**src/rtl/regfile_wb_arbiter.sv**
```systemverilog
`default_nettype none
// ============================================================================
// regfile_wb_arbiter: ALU / load-return writeback arbiter, pending-load scoreboard
// Revision: 1.0
// ============================================================================
module regfile_wb_arbiter #(
  parameter int DEPTH        = 4,
  parameter int STARVE_LIMIT = 4
) (
  input  logic                    clk,
  input  logic                    rst,
  input  logic                    alu_valid,
  input  logic [4:0]              alu_rd,
  input  logic [31:0]             alu_data,
  output logic                    alu_ready,
  input  logic                    mem_valid,
  input  logic [4:0]              mem_rd,
  input  logic [31:0]             mem_data,
  output logic                    mem_ready,
  input  logic [4:0]              q_a,
  input  logic [4:0]              q_b,
  output logic                    pend_a,
  output logic                    pend_b,
  output logic                    load,
  output logic [4:0]              dest,
  output logic [31:0]             in,
  output logic [$clog2(DEPTH):0]  count
);

  localparam int PW = $clog2(DEPTH);
  localparam int CW = PW + 1;
  localparam int SW = $clog2(STARVE_LIMIT + 1);
  localparam logic [CW-1:0] DEPTH_C = CW'(DEPTH);
  localparam logic [SW-1:0] LIMIT_C = SW'(STARVE_LIMIT);

  logic [4:0]       rd_q   [DEPTH];
  logic [31:0]      data_q [DEPTH];
  logic [DEPTH-1:0] vld_q;

  logic [PW-1:0] head_q, head_d;
  logic [PW-1:0] tail_q, tail_d;
  logic [CW-1:0] count_q, count_d;
  logic [SW-1:0] starve_q, starve_d;
  logic          load_q, load_d;
  logic [4:0]    dest_q, dest_d;
  logic [31:0]   in_q, in_d;

  logic w_nonempty;
  logic w_forced;
  logic w_alu_grant;
  logic w_pop;
  logic w_push;

  assign w_nonempty  = (count_q != '0);
  assign w_forced    = w_nonempty && (starve_q == LIMIT_C);
  assign alu_ready   = !w_forced;
  // Full-ness is judged on current occupancy, so a pop never frees a slot same-cycle.
  assign mem_ready   = (count_q < DEPTH_C);
  assign w_alu_grant = alu_valid && alu_ready;
  // count_q excludes this cycle's push, so a fresh entry cannot be popped yet.
  assign w_pop       = !w_alu_grant && w_nonempty;
  assign w_push      = mem_valid && mem_ready && (mem_rd != 5'd0);

  assign load  = load_q;
  assign dest  = dest_q;
  assign in    = in_q;
  assign count = count_q;

  always_comb begin
    pend_a = 1'b0;
    pend_b = 1'b0;
    for (int i = 0; i < DEPTH; i++) begin
      if (vld_q[i] && (q_a != 5'd0) && (rd_q[i] == q_a)) pend_a = 1'b1;
      if (vld_q[i] && (q_b != 5'd0) && (rd_q[i] == q_b)) pend_b = 1'b1;
    end
  end

  always_comb begin
    head_d  = head_q;
    tail_d  = tail_q;
    count_d = count_q + CW'(w_push) - CW'(w_pop);
    if (w_pop)  head_d = head_q + 1'b1;
    if (w_push) tail_d = tail_q + 1'b1;
  end

  always_comb begin
    starve_d = starve_q;
    if (!w_nonempty || w_pop) begin
      starve_d = '0;
    end else if (w_alu_grant && (starve_q != LIMIT_C)) begin
      starve_d = starve_q + 1'b1;
    end
  end

  always_comb begin
    load_d = 1'b0;
    dest_d = dest_q;
    in_d   = in_q;
    if (w_alu_grant) begin
      // An x0 ALU result consumes the grant but writes nothing.
      if (alu_rd != 5'd0) begin
        load_d = 1'b1;
        dest_d = alu_rd;
        in_d   = alu_data;
      end
    end else if (w_pop) begin
      load_d = 1'b1;
      dest_d = rd_q[head_q];
      in_d   = data_q[head_q];
    end
  end

  always_ff @(posedge clk) begin
    if (rst) begin
      head_q   <= '0;
      tail_q   <= '0;
      count_q  <= '0;
      starve_q <= '0;
      load_q   <= 1'b0;
      dest_q   <= '0;
      in_q     <= '0;
    end else begin
      head_q   <= head_d;
      tail_q   <= tail_d;
      count_q  <= count_d;
      starve_q <= starve_d;
      load_q   <= load_d;
      dest_q   <= dest_d;
      in_q     <= in_d;
    end
  end

  always_ff @(posedge clk) begin
    if (rst) begin
      vld_q <= '0;
    end else begin
      if (w_pop) vld_q[head_q] <= 1'b0;
      if (w_push) vld_q[tail_q] <= 1'b1;
    end
  end

  always_ff @(posedge clk) begin
    if (w_push && !rst) begin
      rd_q[tail_q]   <= mem_rd;
      data_q[tail_q] <= mem_data;
    end
  end

endmodule
`default_nettype wire

```
**config.mk**
```make
export PLATFORM = sky130hd
export DESIGN_NAME = regfile_wb_arbiter
export DESIGN_NICKNAME = d
export VERILOG_FILES = /design/src/rtl/regfile_wb_arbiter.sv
export SDC_FILE = /design/constraint.sdc
export NUM_CORES = 1
export LEC_CHECK = 0
export ABC_CLOCK_PERIOD_IN_PS = 2800
export BUFFER_PORTS_ARGS = -buffer_cell sky130_fd_sc_hd__buf_2
export CAP_MARGIN = 10
export CORE_UTILIZATION = 51
export CTS_CLUSTER_DIAMETER = 50
export DETAILED_ROUTE_END_ITERATION = 8
export PLACE_DENSITY = 0.78
export SYNTH_ARGS = -nofsm -noshare
export SYNTH_HDL_FRONTEND = slang
export SYNTH_SLANG_ARGS = --single-unit
```
**constraint.sdc**
```tcl
create_clock -name clk -period 2.8 [get_ports clk]
set_input_delay 0.56 -clock clk [delete_from_list [all_inputs] [get_ports clk]]
set_output_delay 0.56 -clock clk [all_outputs]
set_load 0.03 [all_outputs]
```
Word level (Yosys, flattened, before mapping)
Memory sizes are Yosys's and may differ from the RTL's. A register that Yosys moved wholly into a read port is not among the register bits.
Cells that the tools add are included.
{ "totals": {"wordCells": 102, "latch_bits": 0, "out_inout_bits": 45, "in_bits": 88, "rom_bits": 0, "ff_bits": 52, "n_memories": 2, "ramBits": 148} }
{ "classes": {"shifts": 0, "eq_ne": 11, "mux": 30, "n_div": 0, "n_reduce_logical": 38, "add_sub_neg": 5, "order_cmp": 5, "multipliers": 0, "bitwise": 3} }
{ "mem_list": {"columns": ["memory", "words", "width", "read_ports", "rd_ports_with_merged_regs", "wr", "line_no", "rtl"], "rows": [
  ["data_q", 4, 32, 1, 1, 1, "37", "logic [31:0] data_q [DEPTH];"],
  ["rd_q", 4, 5, 5, 1, 1, "36", "logic [4:0] rd_q [DEPTH];"]
]} }
{ "ops": {"columns": ["op", "count"], "rows": [
  ["32-bit two-way mux", 3],
  ["5-bit equality test", 8],
  ["1-bit logical AND", 25],
  ["5-bit nonzero test", 4],
  ["1-bit two-way mux", 15],
  ["5-bit two-way mux", 3],
  ["4-bit two-way mux", 3],
  ["2-bit two-way mux", 4],
  ["2-bit by 3-bit less-than comparator with 1-bit output (second input constant)", 2],
  ["2-bit by 1-bit adder with 2-bit output (second input constant)", 2],
  ["4-bit AND", 1],
  ["1-bit demux with 2-bit select", 2],
  ["2-bit by 1-bit greater-or-equal comparator with 1-bit output (second input constant)", 2],
  ["1-bit zero test", 4],
  ["4-bit NOT", 1],
  ["4-bit bitwise OR", 1],
  ["3-bit by 1-bit adder with 3-bit output", 1],
  ["3-bit by 1-bit adder with 3-bit output (second input constant)", 1],
  ["3-bit equality test (second input constant)", 1],
  ["3-bit less-than comparator (second input constant)", 1],
  ["3-bit != test (second input constant)", 1],
  ["3-bit nonzero test", 1],
  ["3-bit by 1-bit subtractor with 3-bit output", 1],
  ["2-bit by 1-bit != test with 1-bit output (second input constant)", 1],
  ["other kinds (4)", 4]
]} }

Depth between registers and ports, before layout
{ "depth": {"depth_word": 10, "mapped_depth": 12, "ltp_nobuf": 12} }

Least setup slack after synthesis
Ideal clock, no wire load.
{ "synth_timing": {"path_kind": "input port to flip-flop", "start": "in mem_rd[0]", "end": "reg count_q[2] (netlist: count[2])", "path_stages": 11, "path_buffers": 0, "slack_ps": 117, "setup_time_ps": 128, "arrival_time_ps": 2555, "required_time_ps": 2672, "cell_sequence": "or4_1 > o21a_1 > inv_1 > ha_1 > inv_1 > ha_1 > inv_1 > fa_1 > xnor2_1 > xnor2_1 > nor2_1"} }
{ "synth_between": {"elab_chain_cells": 4} }
{ "synth_rtl": {"columns": ["item", "line_no", "rtl"], "rows": [
  ["start, declared", "17", "input logic [4:0] mem_rd,"],
  ["5-bit nonzero test", "62", "assign w_push = mem_valid && mem_ready && (mem_rd != 5'd0);"],
  ["1-bit logical AND", "62", null],
  ["3-bit by 1-bit adder with 3-bit output", "81", "count_d = count_q + CW'(w_push) - CW'(w_pop);"],
  ["3-bit by 1-bit subtractor with 3-bit output", "81", null],
  ["end signal, assigned", "125", "count_q <= count_d;"],
  ["end, declared", "42", "logic [CW-1:0] count_q, count_d;"]
]} }
No other way between the ends.
A chain may end at the register's enable or synchronous reset.

==> impl_metrics.tcl <==
set metrics [dict create \
    antenna_found_initial 1 \
    ys.flop_type "edfxtp_1" \
    start_kind "register" \
    synth_seq_area_share_pct 65.06 \
    ir_drop_mv 0.4445 \
    track_usage_pct 21.22 \
    max_freq_ghz 0.3834 \
    ys_warn_count 0 \
    drive_gt1_share_pct 35.99 \
    rows 46 \
    yosysTopAreaCellShare_pct 52.33 \
    cap_violations 0 \
    area_growth_pct 19.15 \
    core_area_sq_um 16060 \
    yosysTopAreaCell "edfxtp_1" \
    worstMarginPinSlew_ns 0.9987 \
    period_minus_slack_ns 2.608 \
    ys_async_sr_fraction_pct 0 \
    min_path_cells 1 \
    initial_core_util_pct 52.89 \
    drtPass1Iterations 4 \
    dieArea_sq_um 17170 \
    place_congestion 0.8422 \
    grt_max_degree 52 \
    grt_pass1_vias 5151 \
    crit_fanout 3 \
    p_leak_nw 3.723 \
    yosys_register_bits 202 \
    pre_cts_slack_ns -0.08156 \
    io_pins 133 \
    synth.most_common_cell "edfxtp_1" \
    relSlewSlack_pct 33.42 \
    synth_commonest_cells "edfxtp_1 (148), nand2_1 (82), dfxtp_1 (54), nor2_1 (52), mux4_2 (37)" \
    dp_hpwl_um 11950 \
    routed_wl_um 17690 \
    cts_tree "done" \
    crit_arrival_ns 2.05 \
    path_class "register to output port" \
    cts_root_buf "clkbuf_16" \
    grt_pass1_wl_um 27050 \
    htreeDepth 1 \
    ant_nets 0 \
    setup_viol 0 \
    slew_viol_final 0 \
    place_area_sq_um 9360 \
    pwr_density_cell_nw_per_um2 842.1 \
    vias_per_cell 5.464 \
    p_total_mw 8.522 \
    syn_area_sq_um 8493 \
    fin_skew_ns 0.01492 \
    clockBufferDepth 3 \
    path_clk_slew_ns 0.06 \
    rsz0062_at_grt "no" \
    avgSynthCellArea_sq_um 15.06 \
    min_path_type "primary input to register" \
    synth_nets 665 \
    regToRegSetupSlack_ns 0.57 \
    layout_setup_ws_ns 0.1921 \
    die_x_um 131.0 \
    postCtsSetupBuffers 0 \
    grt_overflow 0 \
    rr_worst_depth 6 \
    netlist_instances 564 \
    io_buffers 132 \
    post_cts_resized 0 \
    synth_area_leaders "edfxtp_1 (52%), dfxtp_1 (13%), mux4_2 (9.8%), a311oi_2 (5.1%), nand2_1 (3.6%)" \
    status "finished, final reports clean" \
    drt-wirelength-per-cell_um 19.00 \
    die_h_um 131.0 \
    cts_made_buffers 22 \
    hold_buffers 0 \
    drc_errors 0 \
    required_ns 2.24 \
    setup.worst_path.end_class "output port" \
    clock_latency_ns 0.50 \
    drtIter0Drc 299 \
    via_count 5087 \
    final-hold-violation-count 0 \
    synth_edf_count 148 \
    fillerInstances 1138 \
    nets 799 \
    post-route-period-util_pct 93.14 \
    fin_util_pct 63.02 \
    fin_area_sq_um 10120 \
    setup_tns_ns 0 \
    cts_sinks 202 \
    synth_cell_types 34 \
]
## worst max-delay path: stages, from the launching register on
cell      delay, ns
edfxtp_1       0.47
xor2_1         0.19
nor4_1         0.35
nand3_1        0.14
nand4_1        0.10
o21a_1         0.12
buf_2          0.19
## metal layers
metal	global-route usage (%)	vias up	wire length [um]
met5	0	-	13
met4	7.843	2	355
met3	3.583	32	998
met2	36.23	152	8955
met1	27.37	2522	7370
li1	-	2379	-
## placed cells by master, fill, tap and decap left out, types with 13 or more instances in the layout
| cell | netlist | layout |
|---|---|---|
| xor2_1 | 32 | 32 |
| nor2_1 | 52 | 52 |
| a311oi_2 | 29 | 29 |
| xnor2_1 | 13 | 13 |
| buf_4 | 4 | 16 |
| buf_2 | 9 | 132 |
| mux4_2 | 37 | 37 |
| edfxtp_1 | 148 | 148 |
| nand2_1 | 82 | 82 |
| clkbuf_16 | 0 | 23 |
| dfxtp_1 | 54 | 52 |
## report_power, final
group / switching (mW) / internal, mW
clock: 1.12 / 1.84
sequential: 0.171 / 3.50
combinational: 1.08 / 0.807
## flip-flops by register name, indices dropped and copies added (netlist names), named ones only
name / cells
starve_q: 3
load: 1
dest: 5
data_q: 128
vld_q: 4
rd_q: 20
count: 3
in: 32
head_q: 2
tail_q: 2
## through the flow
stage | hold WS (ns) | instances
2_1_floorplan | 0.4173 | 564
3_3_place_gp | 0.4273 | 890
3_5_place_dp | 0.4414 | 890
4_1_cts | 0.2644 | 930
5_1_grt | 0.2672 | 930
6_report | 0.2733 | 931
## cell families (layout without fill, tap and decap cells)
family | count (synthesis) | count (layout) | share of synthesized area [%]
compound gates | 48 | 48 | 6.939
xor+xnor | 45 | 45 | 4.641
fa+ha+maj | 13 | 13 | 2.003
buf+inv | 50 | 200 | 3.064
flops | 202 | 202 | 65.06
mux | 37 | 37 | 9.811
other cells | 0 | 1 | 0
simple gates | 169 | 169 | 8.486
## final cells by class
cell class	instances	area, sq um	area share (%)
flip-flops and latches	202	5528	54.62
multi-input cells	312	2720	26.88
repair buffers	149	800.8	7.913
clock buffers	32	629.4	6.219
well taps	216	270.3	2.671
clock inverters	8	127.6	1.261
inverters	11	41.29	0.4080
diodes	1	2.502	0.02473
## path summary, 6_finish.rpt
kind / endpoint / from
worst max-delay path: pend_b / rd_q[2][2]
worst min-delay path: data_q[3][7] / mem_data[7]
worst max register to register: data_q[1][14] / count[2]
worst min register to register: starve_q[0] / starve_q[0]
Note: power is estimated with default switching activity, not from simulation.
